File: config.mk
export PLATFORM = sky130hd
export DESIGN_NAME = skeeball_game_flat
export DESIGN_NICKNAME = d
export VERILOG_FILES = /design/src/rtl/skeeball_if.sv /design/src/rtl/skeeball_game.sv /design/src/flat_wrapper.sv
export SDC_FILE = /design/constraint.sdc
export NUM_CORES = 1
export LEC_CHECK = 0
export ABC_AREA = 1
export BUFFER_PORTS_ARGS = -buffer_cell sky130_fd_sc_hd__buf_2
export CELL_PAD_IN_SITES_DETAIL_PLACEMENT = 1
export CELL_PAD_IN_SITES_GLOBAL_PLACEMENT = 1
export CORE_ASPECT_RATIO = 1.75
export CORE_MARGIN = 2
export CORE_UTILIZATION = 42
export CTS_CLUSTER_DIAMETER = 40
export CTS_CLUSTER_SIZE = 25
export DETAILED_ROUTE_END_ITERATION = 8
export PLACE_DENSITY = 0.91
export SLEW_MARGIN = 0
export SYNTH_ARGS = -nofsm -noshare
export SYNTH_HDL_FRONTEND = slang
export SYNTH_SLANG_ARGS = --single-unit
export TNS_END_PERCENT = 1
File: constraint.sdc
create_clock -name clk -period 2.1 [get_ports clk]
set_input_delay 0.315 -clock clk [delete_from_list [all_inputs] [get_ports clk]]
set_output_delay 0.315 -clock clk [all_outputs]
set_load 0.03 [all_outputs]
File: src/rtl/skeeball_if.sv
// Skee-ball game bus: groups the player-side inputs (new-game request and
// hole sensors) with the game status outputs.
//   start      : new-game request, level-sampled
//   holes[6:0] : hole sensors, bit6=100 .. bit1=10, bit0=gutter
//   score      : current game score in tens of points
//   balls_left : balls remaining in the current game
//   high_score : best completed-game score since reset
//   ball_pulse : one-clock pulse per counted ball
//   playing    : game in progress (ball rolling or sensor lockout)
//   game_over  : game finished, waiting for start
//   new_high   : last finished game set a new high score
// master = cabinet/controller side, slave = game logic side.
interface skeeball_if #(
    parameter int SCORE_W = 10,
    parameter int BALL_W  = 4
);
    logic               start;
    logic [6:0]         holes;
    logic [SCORE_W-1:0] score;
    logic [BALL_W-1:0]  balls_left;
    logic [SCORE_W-1:0] high_score;
    logic               ball_pulse;
    logic               playing;
    logic               game_over;
    logic               new_high;

    modport master (
        output start, holes,
        input  score, balls_left, high_score, ball_pulse, playing, game_over, new_high
    );

    modport slave (
        input  start, holes,
        output score, balls_left, high_score, ball_pulse, playing, game_over, new_high
    );
endinterface

File: src/rtl/skeeball_game.sv
// Skee-ball scoring controller.
// Counts one ball per rising sensor edge while a ball may be rolling, adds the
// highest-value hole hit (saturating), ignores the sensors for LOCKOUT clocks
// after each ball, and keeps the best completed-game score.
// Ports:
//   clk   : single clock, rising edge
//   rst_n : asynchronous active-low reset
//   bus   : skeeball_if slave modport (start/holes in, score and status out)
module skeeball_game #(
    parameter int SCORE_W = 10,
    parameter int BALLS   = 9,
    parameter int BALL_W  = 4,
    parameter int LOCKOUT = 4
) (
    input  logic       clk,
    input  logic       rst_n,
    skeeball_if.slave  bus
);

    typedef enum logic [1:0] {
        ST_IDLE = 2'd0,
        ST_PLAY = 2'd1,
        ST_LOCK = 2'd2,
        ST_OVER = 2'd3
    } state_t;

    // Lockout counter holds at most LOCKOUT-1.
    localparam int LOCK_W = ($clog2(LOCKOUT) > 0) ? $clog2(LOCKOUT) : 1;
    // Sum width covers the largest score plus the largest ball value (10).
    localparam int SUM_W  = ((SCORE_W > 4) ? SCORE_W : 4) + 1;
    localparam logic [SUM_W-1:0] SCORE_MAX = {{(SUM_W-SCORE_W){1'b0}}, {SCORE_W{1'b1}}};

    // Ball value in tens of points, highest hole wins when several rise together.
    function automatic logic [3:0] ball_value(input logic [6:0] hit);
        logic [3:0] val;
        if (hit[6]) begin
            val = 4'd10;
        end else if (hit[5]) begin
            val = 4'd5;
        end else if (hit[4]) begin
            val = 4'd4;
        end else if (hit[3]) begin
            val = 4'd3;
        end else if (hit[2]) begin
            val = 4'd2;
        end else if (hit[1]) begin
            val = 4'd1;
        end else begin
            val = 4'd0;
        end
        return val;
    endfunction

    state_t             state_q,      state_d;
    logic [6:0]         holes_q,      holes_d;
    logic [SCORE_W-1:0] score_q,      score_d;
    logic [BALL_W-1:0]  balls_left_q, balls_left_d;
    logic [SCORE_W-1:0] high_score_q, high_score_d;
    logic               ball_pulse_q, ball_pulse_d;
    logic               playing_q,    playing_d;
    logic               game_over_q,  game_over_d;
    logic               new_high_q,   new_high_d;
    logic [LOCK_W-1:0]  lock_cnt_q,   lock_cnt_d;
    logic               over_first_q, over_first_d;

    logic [6:0]         hit_s;
    logic [SUM_W-1:0]   sum_s;
    logic [SCORE_W-1:0] sat_score_s;

    // Next-state and next-output computation for the whole game.
    always_comb begin
        state_d      = state_q;
        holes_d      = bus.holes;
        score_d      = score_q;
        balls_left_d = balls_left_q;
        high_score_d = high_score_q;
        ball_pulse_d = 1'b0;
        new_high_d   = new_high_q;
        lock_cnt_d   = lock_cnt_q;

        // Only fresh sensor edges count, so a held sensor scores once.
        hit_s = bus.holes & ~holes_q;
        sum_s = SUM_W'(score_q) + SUM_W'(ball_value(hit_s));
        if (sum_s > SCORE_MAX) begin
            sat_score_s = SCORE_MAX[SCORE_W-1:0];
        end else begin
            sat_score_s = sum_s[SCORE_W-1:0];
        end

        case (state_q)
            ST_IDLE: begin
                if (bus.start) begin
                    state_d      = ST_PLAY;
                    score_d      = {SCORE_W{1'b0}};
                    balls_left_d = BALL_W'(BALLS);
                    new_high_d   = 1'b0;
                end else begin
                    state_d = ST_IDLE;
                end
            end
            ST_PLAY: begin
                if (hit_s != 7'd0) begin
                    score_d      = sat_score_s;
                    balls_left_d = balls_left_q - BALL_W'(1);
                    ball_pulse_d = 1'b1;
                    // Last ball ends the game without a lockout.
                    if (balls_left_q == BALL_W'(1)) begin
                        state_d = ST_OVER;
                    end else begin
                        state_d    = ST_LOCK;
                        lock_cnt_d = LOCK_W'(LOCKOUT - 1);
                    end
                end else begin
                    state_d = ST_PLAY;
                end
            end
            ST_LOCK: begin
                if (lock_cnt_q == {LOCK_W{1'b0}}) begin
                    state_d = ST_PLAY;
                end else begin
                    state_d    = ST_LOCK;
                    lock_cnt_d = lock_cnt_q - LOCK_W'(1);
                end
            end
            ST_OVER: begin
                // High score is judged once, on the first clock spent in OVER.
                if (over_first_q && (score_q > high_score_q)) begin
                    high_score_d = score_q;
                    new_high_d   = 1'b1;
                end else begin
                    high_score_d = high_score_q;
                end
                if (bus.start) begin
                    state_d      = ST_PLAY;
                    score_d      = {SCORE_W{1'b0}};
                    balls_left_d = BALL_W'(BALLS);
                    new_high_d   = 1'b0;
                end else begin
                    state_d = ST_OVER;
                end
            end
            default: begin
                state_d = ST_IDLE;
            end
        endcase

        over_first_d = (state_q != ST_OVER) && (state_d == ST_OVER);
        playing_d    = (state_d == ST_PLAY) || (state_d == ST_LOCK);
        game_over_d  = (state_d == ST_OVER);
    end

    // Game state and registered outputs.
    always_ff @(posedge clk or negedge rst_n) begin
        if (!rst_n) begin
            state_q      <= ST_IDLE;
            holes_q      <= 7'd0;
            score_q      <= {SCORE_W{1'b0}};
            balls_left_q <= {BALL_W{1'b0}};
            high_score_q <= {SCORE_W{1'b0}};
            ball_pulse_q <= 1'b0;
            playing_q    <= 1'b0;
            game_over_q  <= 1'b0;
            new_high_q   <= 1'b0;
            lock_cnt_q   <= {LOCK_W{1'b0}};
            over_first_q <= 1'b0;
        end else begin
            state_q      <= state_d;
            holes_q      <= holes_d;
            score_q      <= score_d;
            balls_left_q <= balls_left_d;
            high_score_q <= high_score_d;
            ball_pulse_q <= ball_pulse_d;
            playing_q    <= playing_d;
            game_over_q  <= game_over_d;
            new_high_q   <= new_high_d;
            lock_cnt_q   <= lock_cnt_d;
            over_first_q <= over_first_d;
        end
    end

    assign bus.score      = score_q;
    assign bus.balls_left = balls_left_q;
    assign bus.high_score = high_score_q;
    assign bus.ball_pulse = ball_pulse_q;
    assign bus.playing    = playing_q;
    assign bus.game_over  = game_over_q;
    assign bus.new_high   = new_high_q;

endmodule

File: src/flat_wrapper.sv
// flat-port wrapper written by rule: the top's interface ports become plain ports
module skeeball_game_flat 
#(
    parameter int SCORE_W = 10,
    parameter int BALLS   = 9,
    parameter int BALL_W  = 4,
    parameter int LOCKOUT = 4
)
  (clk, rst_n, bus_start, bus_holes, bus_score, bus_balls_left, bus_high_score, bus_ball_pulse, bus_playing, bus_game_over, bus_new_high);
  skeeball_if #(.SCORE_W(SCORE_W), .BALL_W(BALL_W)) bus_i ();
  input  logic clk;
  input  logic rst_n;
  input wire logic [$bits(bus_i.start)-1:0] bus_start;
  input wire logic [$bits(bus_i.holes)-1:0] bus_holes;
  output wire logic [$bits(bus_i.score)-1:0] bus_score;
  output wire logic [$bits(bus_i.balls_left)-1:0] bus_balls_left;
  output wire logic [$bits(bus_i.high_score)-1:0] bus_high_score;
  output wire logic [$bits(bus_i.ball_pulse)-1:0] bus_ball_pulse;
  output wire logic [$bits(bus_i.playing)-1:0] bus_playing;
  output wire logic [$bits(bus_i.game_over)-1:0] bus_game_over;
  output wire logic [$bits(bus_i.new_high)-1:0] bus_new_high;
  assign bus_i.start = bus_start;
  assign bus_i.holes = bus_holes;
  assign bus_score = bus_i.score;
  assign bus_balls_left = bus_i.balls_left;
  assign bus_high_score = bus_i.high_score;
  assign bus_ball_pulse = bus_i.ball_pulse;
  assign bus_playing = bus_i.playing;
  assign bus_game_over = bus_i.game_over;
  assign bus_new_high = bus_i.new_high;
  skeeball_game #(.SCORE_W(SCORE_W), .BALLS(BALLS), .BALL_W(BALL_W), .LOCKOUT(LOCKOUT)) u_core (.clk(clk), .rst_n(rst_n), .bus(bus_i));
endmodule
# Word level (Yosys, flattened, before mapping)
# Index checks and enable logic that the tools add are counted.
word_totals:
  regBits: 40
  inputBits: 10
  output_inout_bits: 28
  word_cells: 75
op_classes:
  addsub: 3
  order_cmp: 2
  eq_ne: 14
  muxes: 29
  bitwise: 2
  n_reduce_logical: 14
op_table:
  columns: ["cell", "count"]
  rows:
  - ["$mux W10", 3]
  - ["$mux W4", 7]
  - ["$pmux W10 S2", 1]
  - ["$mux W2", 6]
  - ["$add A10 B4 Y11", 1]
  - ["$gt A11 B10 Y1 const B", 1]
  - ["$gt A10 B10 Y1", 1]
  - ["$eq A2 B2 Y1 const B", 4]
  - ["$mux W1", 8]
  - ["$ne A2 B2 Y1 const B", 4]
  - ["$pmux W2 S4", 1]
  - ["$pmux W4 S2", 1]
  - ["$and A7 B7 Y7", 1]
  - ["$not A7 Y7", 1]
  - ["$reduce_bool A7 Y1", 1]
  - ["$reduce_and A3 Y1", 2]
  - ["$reduce_bool A2 Y1", 3]
  - ["$eq A2 B1 Y1 const B", 2]
  - ["$eq A4 B1 Y1 const B", 1]
  - ["$logic_not A2 Y1", 2]
  - ["$ne A2 B1 Y1 const B", 2]
  - ["$pmux W2 S2", 1]
  - ["$reduce_and A4 Y1", 1]
  - ["$sub A4 B1 Y4 const B", 1]
  - ["other kinds (7)", 8]

# Logic depth before layout (Yosys ltp)
depth:
  word_depth: 13
  mapped_depth: 15
  ltp_nobuf: 15

# Worst setup path after synthesis
# Ideal clock, no wire load.
synth_timing:
  path_type: "flip-flop to flip-flop"
  startpoint: "register u_core.holes_q[2]"
  endpoint: "register u_core.score_q[1], in the netlist u_core.bus.score[1]"
  setup_time_ns: 0.120
  arrival_time_ns: 1.784
  required_time_ns: 1.980
  setup_slack_ns: 0.196
  path_stages_with_launch: 13
  synth_period_minus_slack_ns: 1.904
  cell_sequence: "dfrtp_1 > nor2_1 > o31ai_1 > nand2_1 > a21oi_1 > ha_1 > fa_1 > nand3_1 > nand2_2 > nand4_4 > inv_1 > o21ai_1 > nand2_1"
synth_via:
  elab_chain_len: 12
synth_rtl:
  columns: ["element", "line", "text"]
  rows:
  - ["start: declaration", "skeeball_game.sv:55", "logic [6:0] holes_q, holes_d;"]
  - ["start signal: assignment", "skeeball_game.sv:168", "holes_q <= holes_d;"]
  - ["$not A7 Y7 (*)", "skeeball_game.sv:82", "hit_s = bus.holes & ~holes_q;"]
  - ["$and A7 B7 Y7 (*)", "skeeball_game.sv:82", null]
  - ["$mux W4", "skeeball_game.sv:44", "end else if (hit[2]) begin"]
  - ["$mux W4", "skeeball_game.sv:42", "end else if (hit[3]) begin"]
  - ["$mux W4", "skeeball_game.sv:40", "end else if (hit[4]) begin"]
  - ["$mux W4", "skeeball_game.sv:38", "end else if (hit[5]) begin"]
  - ["$mux W4", "skeeball_game.sv:36", "if (hit[6]) begin"]
  - ["$add A10 B4 Y11", "skeeball_game.sv:83", "sum_s = SUM_W'(score_q) + SUM_W'(ball_value(hit_s));"]
  - ["$gt A11 B10 Y1", "skeeball_game.sv:84", "if (sum_s > SCORE_MAX) begin"]
  - ["$mux W10", "skeeball_game.sv:84", null]
  - ["$mux W10", "skeeball_game.sv:102", "if (hit_s != 7'd0) begin"]
  - ["$pmux W10 S2", "skeeball_game.sv:90", "case (state_q)"]
  - ["end signal: assignment", "skeeball_game.sv:157", "score_q <= {SCORE_W{1'b0}};"]
  - ["end signal: assignment", "skeeball_game.sv:169", "score_q <= score_d;"]
  - ["end: declaration", "skeeball_game.sv:56", "logic [SCORE_W-1:0] score_q, score_d;"]
# Every way passes the cells marked *; elsewhere a longest branch is shown, timed or not. The select of a mux whose other input is x is not followed.
# A chain may end at the register's enable or synchronous reset.

# Worst setup path in the final report
layout_timing:
  startpoint: "register u_core.holes_q[2]"
  endpoint: "register u_core.score_q[4], in the netlist u_core.bus.score[4]"
# The elaborated chain is that of the path after synthesis.

==> flow_metrics.tcl <==
set metrics [dict create \
    dpl.hpwl_um 5180 \
    io_pins 38 \
    antenna_left 0 \
    ys_ff_latch 40 \
    start_util_pct 42.8 \
    cpMostUsedCell "nand2_1" \
    diodes 0 \
    post-route-period-util_pct 103 \
    synthCells 312 \
    fp.coreArea_sq_um 5830 \
    vias_per_cell 5.29 \
    cts-htree-levels 2 \
    initialDrtViolationCount 64 \
    synth.distinct_cells 36 \
    cp_cell_sequence "nor2_2 > o31ai_2 > nand2_1 > a21oi_2 > ha_2 > fa_2 > nand3_2 > nand2_4 > buf_6 > xnor2_4 > nand2_1 > nand2_1 > nand2_1" \
    vias 2352 \
    clock_skew_ns 0.0133 \
    min_period_ns 2.17 \
    critPathKind "flop to flop" \
    grt_max_degree 41 \
    synth_top_area_share_pct 40.1 \
    yosysWarnings 0 \
    hold_path_class "primary input to async pin" \
    critPathMaxStageDelay_ns 0.41 \
    die_y_um 106 \
    fp.dieArea_sq_um 6600 \
    clkTransAtPathRegs_ns 0.09 \
    grt_first_pass_wirelength_um 11300 \
    violations "negative setup slack" \
    syn_nets 345 \
    num_rows 37 \
    clock_latency_ns 0.32 \
    p_leak_nw 1.75 \
    grt_pass1_vias 2423 \
    power_density_nw_per_um2 1340 \
    end_kind "flop" \
    fillers 765 \
    cts_root_buf "clkbuf_8" \
    wl_per_cell_um 16.8 \
    slew_viol_final 0 \
    rr_worst_depth 13 \
    hold_viol_final 0 \
    wl_um 7490 \
    syn_area_sq_um 2500 \
    worst_path_max_delay_cell "dfrtp_1" \
    fmax_mhz 461 \
    first_pass_iters 6 \
    finalSetupViolations 3 \
    antenna_found_initial 0 \
    synth.avg_cell_area_sq_um 8.00 \
    rsz0062_at_grt "true" \
    cp.required_ns 2.30 \
    maxCapViolations 0 \
    maxSlewHeadroom_pct 64.1 \
    critPathMaxFanout 4 \
    design_area_sq_um 3070 \
    power_mw 4.11 \
    yosys.area.top_type "dfrtp_1" \
    critical_path.startpoint_type "flop" \
    arrival_ns 2.37 \
    placed_area_sq_um 2830 \
    gp_congestion 0.834 \
    irDropWorstVdd_v 0.000667 \
    clock_path_buffers 2 \
    port_buffers 37 \
    hold_buffers 0 \
    gr-total-overflow 0 \
    status "finished with violations" \
    drc 0 \
    ys_seq_area_share_pct 40.1 \
    setup_slack_ns -0.0696 \
    worst_pin_slew_ns 0.539 \
    die_w_um 62.3 \
    cts_made_buffers 5 \
    nets 399 \
    drive_above_1_share_pct 25.9 \
    cts_sinks 40 \
    track_usage_pct 22.3 \
    area_growth_pct 22.9 \
    cts_tree "built" \
    synthTopCellsByArea "dfrtp_1 40%, nand2_1 15%, ha_1 11%, inv_1 7.4%, nand3_1 3.8%" \
]
## cell usage after synthesis
| library cell | n |
|---|---|
| o21a_1 | 2 |
| nand4_4 | 1 |
| a21oi_2 | 1 |
| nand2_1 | 98 |
| nand4_1 | 15 |
| nor2_4 | 3 |
| fa_1 | 1 |
| o21ai_0 | 4 |
| o31ai_1 | 1 |
| ha_1 | 22 |
| nand2_2 | 6 |
| clkbuf_1 | 1 |
| buf_6 | 1 |
| o211ai_1 | 1 |
| buf_2 | 1 |
| o21bai_1 | 2 |
| dfrtp_1 | 40 |
| nand2_4 | 1 |
| and2_0 | 1 |
| xnor2_1 | 3 |
| inv_2 | 1 |
| inv_1 | 49 |
| o22ai_2 | 1 |
| nor2_1 | 14 |
| a21oi_1 | 8 |
| o21ai_1 | 2 |
| buf_4 | 2 |
| nand3_1 | 19 |
| o21ai_2 | 2 |
| o22ai_1 | 1 |
| a21o_1 | 1 |
| or2_2 | 1 |
| nand3_4 | 1 |
| nor2_2 | 1 |
| nor3_1 | 1 |
| nand3_2 | 3 |
## routing by layer
layer,vias to the layer above,share of wire (%),track usage [%]
met5,-,0,0
met4,0,5.2,16.3
met3,32,2.4,3.81
met2,55,57,42.3
met1,1165,36,21.0
li1,1100,-,-
## cell type report
cell class / count / area, sq um / area share [%]
clock buffer: 7 / 96.3 / 3.14
clock inverter: 1 / 30.0 / 0.978
inverter: 50 / 188 / 6.11
multi-input combinational: 217 / 1360 / 44.2
sequential: 40 / 1000 / 32.6
tap: 78 / 97.6 / 3.18
timing repair buffer: 52 / 302 / 9.82
## worst paths after layout
check,start,to,slack (ns)
setup / recovery,u_core.holes_q[2],u_core.bus.score[4],-0.07
min in group clk,bus_holes[1],u_core.holes_q[1],0.12
max in group asynchronous,rst_n,u_core.holes_q[6],1.66
setup reg to reg,u_core.holes_q[2],u_core.bus.score[4],-0.07
hold reg to reg,u_core.lock_cnt_q[1],u_core.lock_cnt_q[1],0.49
hold / removal,rst_n,u_core.bus.high_score[2],0.05
## worst max-delay path: cells and delay by family (launching register included)
kind | cells | cell delay, ns
and+or+nand+nor | 7 | 0.59
AOI/OAI and AO/OA | 2 | 0.14
xor gates and xnor gates | 1 | 0.16
adders and majority gates | 2 | 0.58
buffers and inverters | 1 | 0.16
DFF | 1 | 0.41
## layout by cell type (no fill, tap or decap), types with 3 or more instances in the layout
master	count
ha_1	21
dfrtp_1	40
o21ai_2	3
nand3_2	4
o21ai_0	3
nand2_2	7
inv_1	49
nand2_1	96
nor2_1	13
buf_4	14
a21oi_1	6
nand3_1	17
buf_2	37
nand4_1	15
clkbuf_8	7
nor2_4	3
a21oi_2	3
## flip-flops by register name, indices dropped and copies added (netlist names)
register	cells
u_core.bus.score	10
u_core.bus.game_over	1
u_core.bus.playing	1
u_core.holes_q	7
u_core.state_q	2
u_core.bus.high_score	10
u_core.over_first_q	1
u_core.lock_cnt_q	2
u_core.bus.new_high	1
u_core.bus.ball_pulse	1
u_core.bus.balls_left	4
## metrics by stage
stage / hold slack (ns) / TNS (ns) / cells / worst slack, ns / util, %
after floorplan: 0.0194 / 0 / 312 / 0.196 / -
after global placement: 0.408 / 0 / 433 / 0.0824 / 48.5
after detailed placement: 0.417 / -0.407 / 433 / -0.0715 / 48.5
after CTS: 0.0773 / 0 / 441 / 0.00640 / 50.9
after global routing: 0.107 / -1.15 / 445 / -0.186 / 52.6
final: 0.0536 / -0.120 / 445 / -0.0696 / 52.6
## power by group
group / switching [mW] / total (mW) / internal [mW]
clock network: 0.299 / 0.719 / 0.420
registers: 0.198 / 1.16 / 0.966
logic: 1.48 / 2.22 / 0.743
total: 1.98 / 4.11 / 2.13
## what timing repair did
action,4_1_cts,5_1_grt
endpoints found under the setup margin,2,10
pin swaps,0,14
resized for setup,3,15
buffers inserted,0,4
gates cloned,0,0
## cells by family after synthesis
kind of cell / count (synthesis) / synth area share [%]
fa+ha+maj: 23 / 11.8
flops: 40 / 40.1
compound gates: 26 / 6.71
buf+inv: 55 / 8.92
simple gates: 165 / 31.4
xor+xnor: 3 / 1.05
(Power assumes the default switching activity.)
